`src/rtl/usb_pkg.sv`:
```
// Shared USB definitions: PID codes, RX FSM states and PID classification.
// The TX control FSM takes its PID constants from here too.
package usb_pkg;

    localparam logic [3:0] PID_OUT   = 4'b0001;
    localparam logic [3:0] PID_IN    = 4'b1001;
    localparam logic [3:0] PID_DATA0 = 4'b0011;
    localparam logic [3:0] PID_DATA1 = 4'b1011;
    localparam logic [3:0] PID_ACK   = 4'b0010;
    localparam logic [3:0] PID_NAK   = 4'b1010;
    localparam logic [3:0] PID_STALL = 4'b1110;

    typedef enum logic [3:0] {
        S_IDLE,
        S_SYNC,
        S_PID,
        S_HSEOP,
        S_TOKEN,
        S_DATA,
        S_STORE,
        S_DONE,
        S_ERRWAIT,
        S_ERROR
    } rx_state_t;

    typedef enum logic [1:0] {
        HANDSHAKE,
        TOKEN,
        DATA,
        INVALID
    } pid_class_t;

    // Upper nibble must be the one's complement of the code nibble.
    function automatic pid_class_t classify_pid(input logic [7:0] pid_byte);
        pid_class_t c;
        if (pid_byte[7:4] != ~pid_byte[3:0]) begin
            c = INVALID;
        end else begin
            case (pid_byte[3:0])
                PID_OUT, PID_IN:            c = TOKEN;
                PID_DATA0, PID_DATA1:       c = DATA;
                PID_ACK, PID_NAK, PID_STALL: c = HANDSHAKE;
                default:                    c = INVALID;
            endcase
        end
        return c;
    endfunction

endpackage

```
`src/rtl/usb_rx_control_if.sv`:
```
// Byte stream from the RX datapath in, FIFO push and status to the AHB side out.
interface usb_rx_control_if;

    logic       d_edge;
    logic [7:0] rx_byte;
    logic       byte_received;
    logic       eop;
    logic [6:0] buffer_occupancy;
    logic [3:0] rx_packet;
    logic [7:0] rx_packet_data;
    logic       store_rx_packet_data;
    logic       rx_data_ready;
    logic       rx_error;
    logic       rx_transfer_active;

    modport master (
        input  d_edge, rx_byte, byte_received, eop, buffer_occupancy,
        output rx_packet, rx_packet_data, store_rx_packet_data,
               rx_data_ready, rx_error, rx_transfer_active
    );

    modport slave (
        output d_edge, rx_byte, byte_received, eop, buffer_occupancy,
        input  rx_packet, rx_packet_data, store_rx_packet_data,
               rx_data_ready, rx_error, rx_transfer_active
    );

endinterface

```
`src/rtl/usb_rx_holdback.sv`:
```
// Two-byte delay line for data payloads: a byte only leaves once two newer
// bytes are behind it, so the trailing CRC16 never reaches the FIFO.
module usb_rx_holdback (
    input  logic       clk,
    input  logic       rst,
    input  logic       clr,
    input  logic       shift,
    input  logic [7:0] din,
    output logic [7:0] dout,
    output logic       full
);

    logic [7:0] h0, h1;
    logic [1:0] cnt;

    always_ff @(posedge clk or posedge rst) begin
        if (rst) begin
            h0  <= '0;
            h1  <= '0;
            cnt <= '0;
        end else if (clr) begin
            h0  <= '0;
            h1  <= '0;
            cnt <= '0;
        end else if (shift) begin
            h1 <= h0;
            h0 <= din;
            if (cnt != 2'd2) cnt <= cnt + 2'd1;
        end
    end

    assign dout = h1;
    assign full = (cnt == 2'd2);

endmodule

```
`src/rtl/usb_rx_control.sv`:
```
// USB full-speed receive control FSM: checks SYNC/PID, classifies the packet
// and forwards data payload bytes (minus CRC16) to the RX FIFO.
module usb_rx_control
    import usb_pkg::*;
#(
    parameter logic [7:0] SYNC_BYTE  = 8'b1000_0000,
    parameter int         FIFO_DEPTH = 64,
    parameter int         TIMEOUT    = 200
) (
    input logic              clk,
    input logic              rst,
    usb_rx_control_if.master bus
);

    localparam int TW = $clog2(TIMEOUT + 1);

    rx_state_t   state;
    logic [TW-1:0] timer;
    logic [1:0]  tok_cnt;
    logic        hb_full, hb_shift, hb_clr;
    logic [7:0]  hb_dout;
    logic        framing, occ_full, tmr_run, tmo;

    assign framing  = bus.byte_received && bus.eop;
    assign occ_full = (bus.buffer_occupancy == 7'(FIFO_DEPTH));
    assign tmr_run  = state inside {S_SYNC, S_PID, S_HSEOP, S_TOKEN, S_DATA, S_ERRWAIT};
    assign tmo      = tmr_run && !bus.byte_received && !bus.eop
                      && (timer == TW'(TIMEOUT - 1));

    // Every accepted data byte enters the delay line, except one refused on overflow.
    assign hb_shift = (state == S_DATA) && bus.byte_received && !bus.eop
                      && !(hb_full && occ_full);
    assign hb_clr   = (state == S_IDLE);

    usb_rx_holdback u_holdback (
        .clk   (clk),
        .rst   (rst),
        .clr   (hb_clr),
        .shift (hb_shift),
        .din   (bus.rx_byte),
        .dout  (hb_dout),
        .full  (hb_full)
    );

    always_ff @(posedge clk or posedge rst) begin
        if (rst) begin
            state                    <= S_IDLE;
            timer                    <= '0;
            tok_cnt                  <= '0;
            bus.rx_packet            <= '0;
            bus.rx_packet_data       <= '0;
            bus.store_rx_packet_data <= 1'b0;
            bus.rx_data_ready        <= 1'b0;
            bus.rx_error             <= 1'b0;
            bus.rx_transfer_active   <= 1'b0;
        end else begin
            bus.store_rx_packet_data <= 1'b0;
            bus.rx_data_ready        <= 1'b0;
            bus.rx_error             <= 1'b0;
            bus.rx_transfer_active   <= 1'b1;

            if (state == S_IDLE || bus.byte_received || bus.eop) timer <= '0;
            else if (tmr_run)                                   timer <= timer + 1'b1;

            case (state)
                S_IDLE: begin
                    if (bus.d_edge) state <= S_SYNC;
                    else            bus.rx_transfer_active <= 1'b0;
                end
                S_DONE, S_ERROR: begin
                    state                  <= S_IDLE;
                    bus.rx_transfer_active <= 1'b0;
                end
                S_STORE: begin
                    if (framing) begin
                        state        <= S_ERROR;
                        bus.rx_error <= 1'b1;
                    end else begin
                        state <= S_DATA;
                    end
                end
                default: begin
                    if (framing || tmo) begin
                        state        <= S_ERROR;
                        bus.rx_error <= 1'b1;
                    end else begin
                        case (state)
                            S_SYNC: begin
                                if (bus.byte_received)
                                    state <= (bus.rx_byte == SYNC_BYTE) ? S_PID : S_ERRWAIT;
                                else if (bus.eop) begin
                                    state        <= S_ERROR;
                                    bus.rx_error <= 1'b1;
                                end
                            end
                            S_PID: begin
                                if (bus.byte_received) begin
                                    if (classify_pid(bus.rx_byte) != INVALID)
                                        bus.rx_packet <= bus.rx_byte[3:0];
                                    case (classify_pid(bus.rx_byte))
                                        HANDSHAKE: state <= S_HSEOP;
                                        TOKEN: begin
                                            state   <= S_TOKEN;
                                            tok_cnt <= '0;
                                        end
                                        DATA:    state <= S_DATA;
                                        default: state <= S_ERRWAIT;
                                    endcase
                                end else if (bus.eop) begin
                                    state        <= S_ERROR;
                                    bus.rx_error <= 1'b1;
                                end
                            end
                            S_HSEOP: begin
                                if (bus.eop) begin
                                    state             <= S_DONE;
                                    bus.rx_data_ready <= 1'b1;
                                end else if (bus.byte_received) begin
                                    state <= S_ERRWAIT;
                                end
                            end
                            S_TOKEN: begin
                                if (bus.eop) begin
                                    if (tok_cnt == 2'd2) begin
                                        state             <= S_DONE;
                                        bus.rx_data_ready <= 1'b1;
                                    end else begin
                                        state        <= S_ERROR;
                                        bus.rx_error <= 1'b1;
                                    end
                                end else if (bus.byte_received) begin
                                    if (tok_cnt == 2'd2) state <= S_ERRWAIT;
                                    else                 tok_cnt <= tok_cnt + 2'd1;
                                end
                            end
                            S_DATA: begin
                                // The two bytes still held at EOP are the CRC16 and are dropped.
                                if (bus.eop) begin
                                    if (hb_full) begin
                                        state             <= S_DONE;
                                        bus.rx_data_ready <= 1'b1;
                                    end else begin
                                        state        <= S_ERROR;
                                        bus.rx_error <= 1'b1;
                                    end
                                end else if (bus.byte_received && hb_full) begin
                                    if (occ_full) begin
                                        state <= S_ERRWAIT;
                                    end else begin
                                        state                    <= S_STORE;
                                        bus.rx_packet_data       <= hb_dout;
                                        bus.store_rx_packet_data <= 1'b1;
                                    end
                                end
                            end
                            S_ERRWAIT: begin
                                if (bus.eop) begin
                                    state        <= S_ERROR;
                                    bus.rx_error <= 1'b1;
                                end
                            end
                            default: state <= S_IDLE;
                        endcase
                    end
                end
            endcase
        end
    end

endmodule

```
`src/flat_wrapper.sv`:
```
// flat-port wrapper written by rule: the top's interface ports become plain ports
module usb_rx_control_flat import usb_pkg::*;
#(
    parameter logic [7:0] SYNC_BYTE  = 8'b1000_0000,
    parameter int         FIFO_DEPTH = 64,
    parameter int         TIMEOUT    = 200
)
  (clk, rst, bus_d_edge, bus_rx_byte, bus_byte_received, bus_eop, bus_buffer_occupancy, bus_rx_packet, bus_rx_packet_data, bus_store_rx_packet_data, bus_rx_data_ready, bus_rx_error, bus_rx_transfer_active);
  usb_rx_control_if bus_i ();
  input logic clk;
  input logic rst;
  input wire logic [$bits(bus_i.d_edge)-1:0] bus_d_edge;
  input wire logic [$bits(bus_i.rx_byte)-1:0] bus_rx_byte;
  input wire logic [$bits(bus_i.byte_received)-1:0] bus_byte_received;
  input wire logic [$bits(bus_i.eop)-1:0] bus_eop;
  input wire logic [$bits(bus_i.buffer_occupancy)-1:0] bus_buffer_occupancy;
  output wire logic [$bits(bus_i.rx_packet)-1:0] bus_rx_packet;
  output wire logic [$bits(bus_i.rx_packet_data)-1:0] bus_rx_packet_data;
  output wire logic [$bits(bus_i.store_rx_packet_data)-1:0] bus_store_rx_packet_data;
  output wire logic [$bits(bus_i.rx_data_ready)-1:0] bus_rx_data_ready;
  output wire logic [$bits(bus_i.rx_error)-1:0] bus_rx_error;
  output wire logic [$bits(bus_i.rx_transfer_active)-1:0] bus_rx_transfer_active;
  assign bus_i.d_edge = bus_d_edge;
  assign bus_i.rx_byte = bus_rx_byte;
  assign bus_i.byte_received = bus_byte_received;
  assign bus_i.eop = bus_eop;
  assign bus_i.buffer_occupancy = bus_buffer_occupancy;
  assign bus_rx_packet = bus_i.rx_packet;
  assign bus_rx_packet_data = bus_i.rx_packet_data;
  assign bus_store_rx_packet_data = bus_i.store_rx_packet_data;
  assign bus_rx_data_ready = bus_i.rx_data_ready;
  assign bus_rx_error = bus_i.rx_error;
  assign bus_rx_transfer_active = bus_i.rx_transfer_active;
  usb_rx_control #(.SYNC_BYTE(SYNC_BYTE), .FIFO_DEPTH(FIFO_DEPTH), .TIMEOUT(TIMEOUT)) u_core (.clk(clk), .rst(rst), .bus(bus_i));
endmodule
```
`config.mk`:
```
export PLATFORM = sky130hd
export DESIGN_NAME = usb_rx_control_flat
export DESIGN_NICKNAME = d
export VERILOG_FILES = /design/src/rtl/usb_pkg.sv /design/src/rtl/usb_rx_control_if.sv /design/src/rtl/usb_rx_holdback.sv /design/src/rtl/usb_rx_control.sv /design/src/flat_wrapper.sv
export SDC_FILE = /design/constraint.sdc
export NUM_CORES = 1
export LEC_CHECK = 0
export CAP_MARGIN = 0
export CORE_MARGIN = 1.5
export CORE_UTILIZATION = 45
export CTS_BUF_LIST = sky130_fd_sc_hd__clkbuf_4 sky130_fd_sc_hd__clkbuf_8
export CTS_CLUSTER_SIZE = 8
export DETAILED_ROUTE_END_ITERATION = 8
export DONT_BUFFER_PORTS = 1
export PLACE_DENSITY_LB_ADDON = 0.25
export SLEW_MARGIN = 40
export SYNTH_ARGS = -nofsm -noshare
export SYNTH_HDL_FRONTEND = slang
export SYNTH_HIERARCHICAL = 1
export SYNTH_SLANG_ARGS = --single-unit
```
`constraint.sdc`:
```
create_clock -name clk -period 2.5 [get_ports clk]
set_input_delay 0.25 -clock clk [delete_from_list [all_inputs] [get_ports clk]]
set_output_delay 0.25 -clock clk [all_outputs]
set_load 0.03 [all_outputs]
```
==> impl_metrics.env, run 1 <==
export IMPL_outcome="finished clean"
export IMPL_placementRows=28
export IMPL_hpwl_um=4430
export IMPL_hold_viol_final=0
export IMPL_synth_seq_area_share_pct=41.8
export IMPL_cp_data_required_time_ns=2.69
export IMPL_avgSynthCellArea_um2=10.0
export IMPL_fmax_mhz=445
export IMPL_worstSetupEndpointType="flop"
export IMPL_ir_drop_uv=371
export IMPL_placedCellCount=357
export IMPL_synthArstFlopShare_pct=100
export IMPL_final_area_um2=3100
export IMPL_hp_start="bus_rx_byte[0]"
export IMPL_vias_per_cell=5.68
export IMPL_antenna_found_initial=0
export IMPL_drv_cap=0
export IMPL_worst_r2r_setup_slack_ns=0.25
export IMPL_nFillCells=555
export IMPL_grt_overflow=0
export IMPL_p_leak_nw=1.34
export IMPL_clk_path_buf_depth=2
export IMPL_ys_ff_latch=48
export IMPL_grt_start_max_net_pins=22
export IMPL_cp_start_kind="flop"
export IMPL_grt_pass1_wl_um=10500
export IMPL_synth_top_area_share_pct=41.8
export IMPL_drive_above_1_share_pct=16.8
export IMPL_slew_violations=0
export IMPL_area_delta_synth_final_pct=7.85
export IMPL_coreArea_um2=6030
export IMPL_post_route_period_util_pct=89.8
export IMPL_clock_sinks=48
export IMPL_netlist_top_cell_by_area="dfrtp_1"
export IMPL_die_w_um=82.9
export IMPL_hold_path_class="input pin to flop"
export IMPL_yosysMostFrequentCell="dfrtp_1"
export IMPL_drtIter0Drc=216
export IMPL_yosys_top_cells_area="dfrtp_1 42%, mux2i_1 5.9%, nor2_1 4.7%, mux2_2 4.3%, ha_1 3.1%"
export IMPL_critPathArrivalTime_ns=2.43
export IMPL_place_congestion=0.875
export IMPL_synth_edf_count=0
export IMPL_firstDrtPassIters=4
export IMPL_post_cts_buffers=0
export IMPL_cp_max_fo=15
export IMPL_n_antenna_cell=0
export IMPL_synth_warnings=6
export IMPL_die_area_um2=6870
export IMPL_drc=0
export IMPL_whs_endpoint="u_core/bus.rx_packet[0]"
export IMPL_power_density_nw_per_um2=813
export IMPL_worst_slew_pin_transition_ns=0.697
export IMPL_fin_util_pct=51.4
export IMPL_cts_tree="built"
export IMPL_place_area_um2=2950
export IMPL_nets=317
export IMPL_crit_type="flop to flop"
export IMPL_synthTopCellsByCount="48 x dfrtp_1, 36 x nor2_1, 20 x nand2_1"
export IMPL_path_clk_slew_ns=0.10
export IMPL_r2r_start="u_core/state[3]"
export IMPL_drt_wl_total_um=6020
export IMPL_ys_types=64
export IMPL_vias=2078
export IMPL_reg2reg_depth=6
export IMPL_synth_nets=314
export IMPL_rsz0062_at_grt="no"
export IMPL_setup_viol=0
export IMPL_grt_pass1_vias=2049
export IMPL_start_util_pct=47.6
export IMPL_timing_setup_tns_ns=0
export IMPL_postRouteAntennaNets=0
export IMPL_final_cells=366
export IMPL_synth_ff_type="dfrtp_1"
export IMPL_maxSlewHeadroom_pct=53.5
export IMPL_wl_per_cell_um=16.4
export IMPL_track_usage_pct=18.5
export IMPL_clockRootBuffer="clkbuf_8"
export IMPL_min_period_ns=2.25
export IMPL_power_mw=2.52
export IMPL_fin_skew_ns=0.0141
export IMPL_syn_area_um2=2870
export IMPL_insertion_delay_ns=0.31
export IMPL_pin_count=36
export IMPL_numCtsBuffers=5
export IMPL_cts_htree_levels=2
export IMPL_fp_dieH_um=82.9
export IMPL_reg2reg_to="u_core/state[3]"
export IMPL_port_buffers=0
export IMPL_syn_inst=287
export IMPL_holdPathStages=1
[timing repair]
| item | CTS | global route |
|---|---|---|
| hold buffers | 1 | 0 |
| endpoints found under the setup margin | 0 | 0 |
| hold endpoints to repair | 33 | 0 |
| gates resized for setup | 0 | 0 |
[routing by layer]
layer  vias to the layer above  track usage [%]  wire [um]
li1                       1024                -          -
met5                         -                0          0
met2                        52             29.1       2750
met3                         6             4.27        324
met4                         0             4.09         57
met1                       996             26.0       2890
[sequential cells by signal (all words and copies together) (netlist names), 2 cells and up]
name and flops:
u_core/u_holdback/cnt 2, u_core/u_holdback/dout 8, u_core/tok_cnt 2, u_core/state 4, u_core/bus.rx_packet 4, u_core/u_holdback/h0 8
u_core/bus.rx_packet_data 8, u_core/timer 8
[power by group]
group | total, mW | switching [mW] | internal [mW] | leakage, nW
logic | 0.847 | 0.501 | 0.346 | 0.610
registers | 0.992 | 0.151 | 0.841 | 0.660
clock network | 0.677 | 0.274 | 0.403 | 0.0687
[worst max-delay path by stage]
| stage | startpoint | end | slack (ns) | cells past startpoint |
|---|---|---|---|---|
| after floorplan | bus_rx_byte[0] | u_core/state[3] | 0.43 | 9 |
| after global placement | bus_rx_byte[0] | u_core/state[3] | 0.31 | 9 |
| after detailed placement | bus_rx_byte[0] | u_core/state[3] | 0.24 | 9 |
| after CTS | u_core/state[3] | u_core/state[3] | 0.27 | 6 |
| after global routing | u_core/state[3] | u_core/state[3] | 0.09 | 6 |
| final | u_core/state[3] | u_core/state[3] | 0.25 | 6 |
[metrics by stage]
| stage | hold slack, ns | worst slack, ns |
|---|---|---|
| floorplan | 0.189 | 0.432 |
| global placement | 0.267 | 0.309 |
| detailed placement | 0.274 | 0.240 |
| CTS | 0.0729 | 0.271 |
| global route | 0.0683 | 0.0905 |
| finish | 0.0796 | 0.255 |
[layout make-up]
class                           instances  area (um^2)  share of cell area [%]
Multi-Input combinational cell        212         1530                    49.4
Sequential cell                        48         1200                    38.8
Tap cell                               75         93.8                    3.03
Timing Repair Buffer                   12         92.6                    2.99
Clock buffer                            5         68.8                    2.22
Clock inverter                          3         68.8                    2.22
Inverter                               11         41.3                    1.33
[cell usage in the layout (no fill, tap or decap), types with 2 or more instances in the layout]
master	instances
a21oi_1	11
a31oi_1	3
a32oi_1	3
and3_1	2
buf_4	11
bufinv_16	2
clkbuf_8	5
dfrtp_1	48
ha_1	7
inv_1	10
mux2_1	4
mux2_2	11
mux2_4	2
mux2i_1	17
nand2_1	20
nand2b_1	7
nand3_1	6
nand4_1	4
nor2_1	36
nor2b_1	5
nor3_1	11
nor3_2	2
nor3b_2	2
nor4_1	3
nor4b_1	3
o21ai_0	10
or3_1	2
xnor2_1	5
xor2_1	4
[cell families after synthesis]
| kind of cell | Yosys count | synth area share (%) |
|---|---|---|
| xor+xnor | 9 | 2.75 |
| simple gates | 117 | 22.9 |
| compound gates | 45 | 11.7 |
| flops | 48 | 41.8 |
| buf+inv | 27 | 4.88 |
| fa+ha+maj | 7 | 3.05 |
| mux | 34 | 12.9 |
[worst max-delay path: stages, from the launching register on]
cell       delay [ns]
dfrtp_1          0.58
inv_2            0.20
nor3_2           0.09
a2111oi_4        0.40
o21ai_2          0.19
a2111oi_0        0.57
nor3b_2          0.09
Power figures use the tool's default switching activity.
==> run 2: changes to the inputs <==
- DONT_BUFFER_PORTS: 1 -> unset
==> impl_metrics.env, run 2 (synthesized netlist as in run 1, its figures left out) <==
export IMPL_outcome="finished clean"
export IMPL_nFillCells=527
export IMPL_hold_path_class="input pin to asynchronous set/reset pin"
export IMPL_crit_type="input pin to flop"
export IMPL_die_w_um=82.9
export IMPL_antenna_found_initial=0
export IMPL_cts_tree="built"
export IMPL_fin_skew_ns=0.00900
export IMPL_clockRootBuffer="clkbuf_8"
export IMPL_worstSetupEndpointType="flop"
export IMPL_rsz0062_at_grt="no"
export IMPL_path_cells="clkdlybuf4s50_1, xnor2_1, nor4b_2, nor2_1, or2_2, ha_1, o21ai_0, a21oi_1, a2111oi_1, buf_4, nor3b_2"
export IMPL_cp_data_required_time_ns=2.70
export IMPL_hold_viol_final=0
export IMPL_slew_violations=0
export IMPL_area_delta_synth_final_pct=23.1
export IMPL_maxSlewHeadroom_pct=54.2
export IMPL_post_route_period_util_pct=93.3
export IMPL_power_density_nw_per_um2=712
export IMPL_path_clk_slew_ns=0.10
export IMPL_fp_dieH_um=82.9
export IMPL_postRouteAntennaNets=0
export IMPL_placementRows=28
export IMPL_clk_path_buf_depth=2
export IMPL_hold_buffers=0
export IMPL_power_mw=2.51
export IMPL_worst_slew_pin_transition_ns=0.686
export IMPL_track_usage_pct=18.7
export IMPL_wl_met1_um=2870
export IMPL_nets=366
export IMPL_grt_pass1_wl_um=10700
export IMPL_critPathArrivalTime_ns=2.53
export IMPL_port_buffers=35
export IMPL_worst_r2r_setup_slack_ns=0.18
export IMPL_wl_met2_um=2910
export IMPL_timing_setup_tns_ns=0
export IMPL_cp_max_fo=3
export IMPL_cp_start_kind="input pin"
export IMPL_start_util_pct=47.6
export IMPL_firstDrtPassIters=4
export IMPL_cts_htree_levels=2
export IMPL_layout_commonest_cell="dfrtp_1"
export IMPL_wl_met3_um=289
export IMPL_slowest_stage="clkdlybuf4s50_1"
export IMPL_cts_resized=0
export IMPL_n_antenna_cell=0
export IMPL_grt_pass1_vias=2280
export IMPL_coreArea_um2=6030
export IMPL_drv_cap=0
export IMPL_grt_overflow=0
export IMPL_fmax_mhz=429
export IMPL_vias=2260
export IMPL_post_cts_buffers=0
export IMPL_top_layer="met4"
export IMPL_ir_drop_uv=364
export IMPL_wl_per_cell_um=14.8
export IMPL_reg2reg_to="u_core/bus.rx_packet[3]"
export IMPL_cpPeakStageDelay_ns=0.52
export IMPL_p_leak_nw=1.52
export IMPL_final_cell_mix="48 x dfrtp_1, 36 x nor2_1, 35 x clkdlybuf4s50_1"
export IMPL_place_congestion=0.872
export IMPL_multiInputGateArea_um2=1540
export IMPL_drtIter0Drc=119
export IMPL_min_period_ns=2.33
export IMPL_drc=0
export IMPL_clock_sinks=48
export IMPL_die_area_um2=6870
export IMPL_reg2reg_depth=6
export IMPL_grt_start_max_net_pins=31
export IMPL_r2r_start="u_core/state[2]"
export IMPL_hpwl_um=4490
export IMPL_drive_above_1_share_pct=19.1
export IMPL_pin_count=36
export IMPL_seqCellArea_um2=1200
export IMPL_setup_viol=0
export IMPL_numCtsBuffers=5
export IMPL_vias_per_cell=5.45
export IMPL_drt_wl_total_um=6130
export IMPL_insertion_delay_ns=0.30
-- run 2: cell count changes in the layout (fill, tap and decap cells not counted) --
cell             before  now
buf_4                11   26
clkdlybuf4s50_1       0   35
a2111oi_1             0    1
bufinv_16             2    1
nor4b_1               3    2
dlygate4sd3_1         1    0
clkinvlp_4            0    1
nor4b_2               0    1
a2111oi_0             1    0
-- run 2: worst max-delay path: cells and delay by family --
family | cells | cell delay (ns)
buffers and inverters | 2 | 0.70
AOI/OAI and AO/OA | 3 | 0.59
xor gates and xnor gates | 1 | 0.10
adders and majority gates | 1 | 0.20
and+or+nand+nor | 4 | 0.70
-- run 2: cell type report --
type	instances	share of cell area [%]
clock buffer	5	1.95
clock inverter	3	1.31
inverter	11	1.17
multi-input combinational	212	43.5
sequential	48	34.0
tap	75	2.66
timing repair buffer	61	15.4
-- run 2: how the worst max path moves through the flow --
stage | from | to | slack (ns)
floorplan | bus_rx_byte[0] | u_core/state[3] | 0.43
global placement | bus_rx_byte[4] | u_core/state[3] | -0.18
detailed placement | bus_rx_byte[4] | u_core/state[3] | -0.23
CTS | bus_rx_byte[4] | u_core/state[3] | 0.11
global route | u_core/state[2] | u_core/bus.rx_packet[1] | 0.02
finish | bus_rx_byte[4] | u_core/state[3] | 0.17
-- run 2: routing by layer --
metal / global-route usage, % / vias up
met4: 5.61 / 0
met5: 0 / -
met1: 24.5 / 1080
met2: 31.2 / 49
met3: 3.58 / 6
li1: - / 1125
-- run 2: power breakdown --
part           internal, mW  switching, mW
Sequential            0.841          0.120
Combinational         0.428          0.550
Clock                 0.301          0.274
-- run 2: stage by stage --
| stage | instance area [um^2] | setup slack [ns] | hold slack, ns | util (%) | std cells |
|---|---|---|---|---|---|
| after CTS | 3530 | 0.106 | 0.360 | 58.5 | 415 |
| after global placement | 3410 | -0.180 | 0.476 | 56.6 | 407 |
| after floorplan | 2870 | 0.432 | 0.189 | - | 287 |
| final | 3530 | 0.168 | 0.345 | 58.6 | 415 |
| after detailed placement | 3410 | -0.235 | 0.478 | 56.6 | 407 |
| after global routing | 3530 | 0.0208 | 0.406 | 58.6 | 415 |
